File: config.mk
export PLATFORM = sky130hd
export DESIGN_NAME = car_direction_fsm
export DESIGN_NICKNAME = d
export VERILOG_FILES = /design/src/rtl/car_direction_fsm.sv
export SDC_FILE = /design/constraint.sdc
export NUM_CORES = 1
export LEC_CHECK = 0
export CAP_MARGIN = 0
export CORE_MARGIN = 5
export CORE_UTILIZATION = 36
export CTS_BUF_LIST = sky130_fd_sc_hd__clkbuf_4
export DETAILED_ROUTE_END_ITERATION = 8
export PLACE_DENSITY_LB_ADDON = 0.2
export SKIP_CTS_REPAIR_TIMING = 1
export SLEW_MARGIN = 10
export SYNTH_ARGS = -nofsm -noshare
export SYNTH_HDL_FRONTEND = slang
export SYNTH_SLANG_ARGS = --single-unit
export TNS_END_PERCENT = 100
File: constraint.sdc
create_clock -name clk -period 2 [get_ports clk]
set_input_delay 0.6 -clock clk [delete_from_list [all_inputs] [get_ports clk]]
set_output_delay 0.6 -clock clk [all_outputs]
set_load 0.01 [all_outputs]
File: src/rtl/car_direction_fsm.sv
// Direction decoder for the parking-lot counter: tracks the four-phase beam
// pattern (outer a, inner b) and emits one-cycle inc/dec/abort pulses.
module car_direction_fsm #(
    parameter int unsigned TIMEOUT_CYCLES = 50_000_000,
    localparam int unsigned TIMER_W = $clog2(TIMEOUT_CYCLES)
) (
    input  logic clk,
    input  logic reset,
    input  logic a,
    input  logic b,
    output logic inc,
    output logic dec,
    output logic abort,
    output logic busy,
    output logic fault
);

    localparam logic [3:0] ARM        = 4'd0;
    localparam logic [3:0] IDLE       = 4'd1;
    localparam logic [3:0] ENT1       = 4'd2;
    localparam logic [3:0] ENT2       = 4'd3;
    localparam logic [3:0] ENT3       = 4'd4;
    localparam logic [3:0] EXT1       = 4'd5;
    localparam logic [3:0] EXT2       = 4'd6;
    localparam logic [3:0] EXT3       = 4'd7;
    localparam logic [3:0] WAIT_CLEAR = 4'd8;

    logic [3:0]         state_q, state_d;
    logic [TIMER_W-1:0] timer_q, timer_d;
    logic               inc_q, inc_d;
    logic               dec_q, dec_d;
    logic               abort_q, abort_d;
    logic               busy_q, busy_d;
    logic               fault_q, fault_d;
    logic [1:0]         ab;
    logic               hold;
    logic               bad;

    always_comb begin
        ab      = {a, b};
        state_d = state_q;
        inc_d   = 1'b0;
        dec_d   = 1'b0;
        abort_d = 1'b0;
        hold    = 1'b0;
        bad     = 1'b0;

        case (state_q)
            ARM: begin
                if (ab == 2'b00) state_d = IDLE;
            end
            IDLE: begin
                case (ab)
                    2'b10:   state_d = ENT1;
                    2'b01:   state_d = EXT1;
                    2'b11:   bad     = 1'b1;
                    default: ;
                endcase
            end
            ENT1: begin
                case (ab)
                    2'b11:   state_d = ENT2;
                    2'b00:   state_d = IDLE;
                    2'b01:   bad     = 1'b1;
                    default: hold    = 1'b1;
                endcase
            end
            ENT2: begin
                case (ab)
                    2'b01:   state_d = ENT3;
                    2'b10:   state_d = ENT1;
                    2'b00:   bad     = 1'b1;
                    default: hold    = 1'b1;
                endcase
            end
            ENT3: begin
                case (ab)
                    2'b00: begin
                        state_d = IDLE;
                        inc_d   = 1'b1;
                    end
                    2'b11:   state_d = ENT2;
                    2'b10:   bad     = 1'b1;
                    default: hold    = 1'b1;
                endcase
            end
            EXT1: begin
                case (ab)
                    2'b11:   state_d = EXT2;
                    2'b00:   state_d = IDLE;
                    2'b10:   bad     = 1'b1;
                    default: hold    = 1'b1;
                endcase
            end
            EXT2: begin
                case (ab)
                    2'b10:   state_d = EXT3;
                    2'b01:   state_d = EXT1;
                    2'b00:   bad     = 1'b1;
                    default: hold    = 1'b1;
                endcase
            end
            EXT3: begin
                case (ab)
                    2'b00: begin
                        state_d = IDLE;
                        dec_d   = 1'b1;
                    end
                    2'b11:   state_d = EXT2;
                    2'b01:   bad     = 1'b1;
                    default: hold    = 1'b1;
                endcase
            end
            WAIT_CLEAR: begin
                if (ab == 2'b00) state_d = IDLE;
            end
            default: state_d = ARM;
        endcase

        // A stalled mid-sequence state is treated exactly like an illegal step.
        if (bad || (hold && timer_q == TIMER_W'(TIMEOUT_CYCLES - 1))) begin
            abort_d = 1'b1;
            state_d = WAIT_CLEAR;
        end

        timer_d = (hold && state_d == state_q) ? timer_q + TIMER_W'(1) : '0;
        busy_d  = (state_d >= ENT1) && (state_d <= EXT3);
        fault_d = (state_d == WAIT_CLEAR);
    end

    always_ff @(posedge clk or negedge reset) begin
        if (!reset) begin
            state_q <= ARM;
            timer_q <= '0;
            inc_q   <= 1'b0;
            dec_q   <= 1'b0;
            abort_q <= 1'b0;
            busy_q  <= 1'b0;
            fault_q <= 1'b0;
        end else begin
            state_q <= state_d;
            timer_q <= timer_d;
            inc_q   <= inc_d;
            dec_q   <= dec_d;
            abort_q <= abort_d;
            busy_q  <= busy_d;
            fault_q <= fault_d;
        end
    end

    assign inc   = inc_q;
    assign dec   = dec_q;
    assign abort = abort_q;
    assign busy  = busy_q;
    assign fault = fault_q;

endmodule

# Word-level counts from Yosys, hierarchy flattened
# Index checks and enable logic that the tools add are counted.
op_classes:
  n_addsub: 1
  magnitude_cmp: 2
  n_eq_ne: 14
  mux: 21
  reduce_logical: 15
ops:
  columns: ["cell", "n"]
  rows:
  - ["$pmux 4 s2", 5]
  - ["$add 26x1->26 const B", 1]
  - ["$eq 26x26->1 const B", 1]
  - ["$mux 26", 1]
  - ["$pmux 4 s6", 1]
  - ["$eq 4x3->1 const B", 4]
  - ["$reduce_or 2->1", 6]
  - ["$mux 1", 10]
  - ["$reduce_or 3->1", 3]
  - ["$eq 4x2->1 const B", 2]
  - ["$eq 4x4->1 const B", 2]
  - ["$mux 4", 2]
  - ["$eq 2x2->1 const B", 2]
  - ["$eq 4x1->1 const B", 1]
  - ["$eq 4x4->1", 1]
  - ["$ge 4x2->1 const B", 1]
  - ["$le 4x3->1 const B", 1]
  - ["$logic_not 4->1", 1]
  - ["$pmux 1 s4", 1]
  - ["$logic_and 1x1->1", 3]
  - ["$pmux 1 s3", 1]
  - ["$eq 2x1->1 const B", 1]
  - ["$logic_not 2->1", 1]
  - ["$logic_or 1x1->1", 1]
totals:
  register_bits: 35
  output_inout_bits: 5

# Depth between registers and ports, before layout
logic_depth:
  ltp_word: 10
  mapped_depth: 9

# Least setup slack after synthesis
# No wires, ideal clock.
synth_timing:
  path_type: "input to register"
  startpoint: "input port a"
  endpoint: "register timer_q[4]"
  setup_ns: 0.136
  arrival_time_ns: 2.189
  path_slack_ns: -0.325
  cell_stages: 9
  path_cell_list: "inv_1 > ha_1 > buf_4 > nor2b_1 > a2111oi_0 > a211oi_2 > nand2_4 > buf_12 > nor4_2"
synth_between:
  elab_chain_cells: 10
  elab_cells_between_ends: 29
  cone_classes: "eq/ne (4); mux (18); reduce/logical (7)"
synth_lines:
  columns: ["item", "line", "source"]
  rows:
  - ["from (decl)", "9", "input logic a,"]
  - ["$eq 2x1->1 (tied with other cells)", null, null]
  - ["$reduce_or 3->1 (no line)", null, null]
  - ["$mux 1 (on tied branches)", null, null]
  - ["$pmux 1 s3", "48", "case (state_q)"]
  - ["$logic_and 1x1->1", "121", "if (bad || (hold && timer_q == TIMER_W'(TIMEOUT_CYCLES - 1))) begin"]
  - ["$logic_or 1x1->1", "121", null]
  - ["$mux 4", "121", null]
  - ["$eq 4x4->1", "126", "timer_d = (hold && state_d == state_q) ? timer_q + TIMER_W'(1) : '0;"]
  - ["$logic_and 1x1->1 *", "126", null]
  - ["$mux 26 *", "126", null]
  - ["via timer_d[4]", "29", "logic [TIMER_W-1:0] timer_q, timer_d;"]
  - ["to (signal assigned)", "142", "timer_q <= timer_d;"]
  - ["to (decl)", "29", null]
# The timed path passes the listed nets; every way through them passes the cells marked *.

# Worst setup path in the final report
layout_timing:
  startpoint: "input port b"
  endpoint: "register timer_q[2]"
layout_between:
  elab_chain_cells: 10
  elab_cells_between_ends: 29
  cone_classes: "eq/ne (4); mux (18); reduce/logical (7)"
layout_lines:
  columns: ["item", "line", "source"]
  rows:
  - ["from (decl)", "10", "input logic b,"]
  - ["$eq 2x1->1 (tied with other cells)", null, null]
  - ["$reduce_or 3->1 (no line)", null, null]
  - ["$mux 1 (on tied branches)", null, null]
  - ["$pmux 1 s3", "48", null]
  - ["$logic_and 1x1->1", "121", null]
  - ["$logic_or 1x1->1", "121", null]
  - ["$mux 4", "121", null]
  - ["$eq 4x4->1", "126", null]
  - ["$logic_and 1x1->1 *", "126", null]
  - ["$mux 26 *", "126", null]
  - ["via timer_d[2]", "29", null]
# Marks and branches as above.

==> impl_metrics.py <==
metrics = {
    "logic_synthesis": {
        "syn-num-nets": 245,
        "synth-main-ff-cell": "dfrtp_1",
        "syn_area_per_cell_sq_um": 10.5,
        "syn-cell-area_sq_um": 2440,
        "yosys_register_bits": 35,
        "yosys_warnings": 0,
        "synth_edf_count": 0,
        "yosysUniqueCellTypes": 61,
        "synth-async-reset-ratio": 1.00,
        "ys_seq_area_frac": 0.359,
        "synthCells": 232,
    },
    "floorplan": {
        "die_y_um": 92.4,
        "core_sq_um": 6680,
        "pin_count": 9,
        "dieArea_sq_um": 8530,
        "chipWidth_um": 92.4,
        "row_count": 30,
        "initial_core_util": 0.366,
    },
    "global_routing": {
        "grt_pass1_wl_um": 8600,
        "grt_max_degree": 36,
        "globalRouteOverflowTotal": 0,
        "antenna_found_initial": 0,
        "grt_pass1_vias": 1796,
        "grt_usage": 0.124,
    },
    "worst_setup_path": {
        "reg2reg_depth": 7,
        "start_kind": "primary input",
        "cp-end-kind": "flip-flop",
        "worst-setup-path-type": "primary input to flip-flop",
        "path_buf_inv": 3,
        "regToRegSetupSlack_ps": 0,
        "crit_chain": "buf_8 > inv_6 > ha_4 > or2b_1 > o22ai_2 > a221oi_2 > a32oi_4 > buf_6 > nor4_4",
        "worstPathArrival_ps": 2270,
        "cp-endpoint": "timer_q[2]$_DFF_PN0_",
        "r2r-start": "state_q[0]$_DFF_PN0_",
        "critPathLaunch": "b",
        "crit_family": "compound AO/OA/AOI/OAI gates",
        "r2r-end": "timer_q[2]$_DFF_PN0_",
        "cp_max_fo": 7,
        "crit_cells": 9,
        "cp_slowest_cell": "a32oi_4",
        "cp_slowest_stage_delay_ps": 360,
        "required_ps": 2230,
    },
    "timing": {
        "hold_ws_ps": 481,
        "final_hold_viol_count": 0,
        "post-route-min-period_ps": 2040,
        "slew_viol_final": 0,
        "fmax_mhz": 489,
        "setup_slack_ps": -43.0,
        "clock_skew_ps": 15.1,
        "worst_pin_slew_ps": 407,
        "period_share": 1.02,
        "slew_headroom": 0.729,
        "rsz0062_at_grt": "yes",
        "finalSetupViolCount": 17,
    },
    "cells_and_area": {
        "final_util": 0.473,
        "filler_cell_count": 602,
        "layout-drive-gt1-share": 0.377,
        "synthToLayoutAreaGrowth_pct": 29.3,
        "antenna_cells": 0,
        "finish.net_count": 285,
        "multi_input_area_sq_um": 1540,
        "seqCellArea_sq_um": 877,
        "final_common_cell": "dfrtp_1",
        "layout_common_cells": "dfrtp_1 (34), buf_4 (31), nor2_1 (14)",
    },
    "clocking": {
        "cts_tree": "yes",
        "cts_root_buffer": "clkbuf_4",
        "cts.clk_slew.worst_paths_ps": 100,
        "worstSkewPairLatency_ps": 350,
        "cts_max_level": 2,
        "cts_buffers": 5,
        "clkSinkCount": 35,
        "cts_buffer_depth": 2,
    },
    "drt": {
        "drt-pass1-iter-count": 5,
        "wl_per_cell_um": 15.1,
        "via_per_inst": 5.26,
        "first_iter_violations": 64,
        "drc": 0,
        "drt-total-wl_um": 5330,
        "drtAntennaViolNets": 0,
        "vias": 1856,
    },
    "power": {
        "power_density_nw_per_um2": 941,
        "ir_drop_mv": 0.386,
        "p_leak_uw": 0.00116,
        "finalPower_uw": 2970,
    },
    "hold_path": {
        "hp-start": "timer_q[0]$_DFF_PN0_",
        "holdCritPathClass": "flip-flop to flip-flop",
    },
    "placement": {
        "dpl.hpwl_um": 3700,
        "portBuffers": 8,
        "place_congestion": 0.861,
    },
    "outcome": {
        "status": "finished, violations left",
        "violations": "setup timing",
    },
    "flow_run": {
        "maxCapViolations": 0,
    },
}
-- cell families (layout without fill, tap and decap cells) --
| group | Yosys count | after routing | share of synthesized area |
|---|---|---|---|
| buffers and inverters | 31 | 72 | 0.0881 |
| muxes | 2 | 2 | 0.00871 |
| AOI/OAI and AO/OA | 32 | 32 | 0.110 |
| adders and majority gates | 9 | 9 | 0.0461 |
| and+or+nand+nor | 99 | 99 | 0.299 |
| xor gates and xnor gates | 24 | 24 | 0.0891 |
| DFF | 35 | 35 | 0.359 |
-- worst register-to-register path, cell delays in order (launching register included) --
cell and delay, ps:
dfrtp_1 500, buf_4 230, a21oi_1 190, a2111oi_2 80, a211oi_2 310, nand2_4 150
buf_12 170, nor4_4 270
-- cells in the mapped netlist, drive strengths merged, types with 2 or more instances --
library cell / n / area, sq um
clkbuf: 2 / 8.75
nor3: 9 / 50.1
nand4: 8 / 50.1
nor2: 14 / 52.6
xnor2: 13 / 114
inv: 13 / 48.8
o22ai: 2 / 12.5
nor4b: 2 / 17.5
o21ai: 5 / 28.8
o21a: 2 / 15.0
buf: 16 / 158
nand3: 7 / 40.0
a31o: 2 / 17.5
ha: 9 / 113
and3: 2 / 12.5
and4: 3 / 26.3
nand2: 12 / 55.1
a21o: 2 / 15.0
a21oi: 5 / 25.0
xor2: 11 / 104
nand2b: 3 / 21.3
a211oi: 2 / 20.0
nor4: 28 / 318
dfrtp: 35 / 876
nor2b: 3 / 18.8
-- metrics by stage --
step | setup slack (ps) | cells | cell area, sq um | setup TNS [ps]
final | -43.0 | 353 | 3160 | -448
after global routing | -136 | 353 | 3160 | -2490
after CTS | -449 | 344 | 2830 | -11790
after detailed placement | -803 | 336 | 2780 | -23950
after global placement | -774 | 336 | 2780 | -23580
after floorplan | -238 | 232 | 2470 | -5430
-- worst min-delay path by stage --
stage | cells past startpoint | slack [ps] | endpoint
finish | 1 | 480 | timer_q[0]$_DFF_PN0_
floorplan | 0 | 300 | abort$_DFF_PN0_
CTS | 1 | 490 | timer_q[0]$_DFF_PN0_
global route | 1 | 510 | timer_q[0]$_DFF_PN0_
global placement | 1 | 460 | timer_q[0]$_DFF_PN0_
detailed placement | 1 | 470 | timer_q[0]$_DFF_PN0_
-- cell type report --
cell class | count | area share
Sequential cell | 35 | 0.278
Clock inverter | 3 | 0.00475
Inverter | 13 | 0.0186
Tap cell | 80 | 0.0317
Timing Repair Buffer | 51 | 0.168
Clock buffer | 5 | 0.0119
Multi-Input combinational cell | 166 | 0.488
-- registers in the layout, indices dropped and copies added, names as in the netlist --
register	count
abort	1
busy	1
dec	1
fault	1
inc	1
state_q	4
timer_q	26
-- where the power goes --
part | total [uW] | switching [uW] | internal, uW
clock network | 389 | 258 | 131
logic | 1760 | 949 | 812
registers | 824 | 64.0 | 760
-- layer usage --
layer | vias to the layer above | part of all wire | GRT usage
met5 | - | 0 | 0
met4 | 0 | 0.015 | 0.0408
met3 | 6 | 0.020 | 0.0203
met2 | 15 | 0.49 | 0.199
met1 | 908 | 0.48 | 0.169
li1 | 927 | - | -
Note: power is estimated with default switching activity, not from simulation.
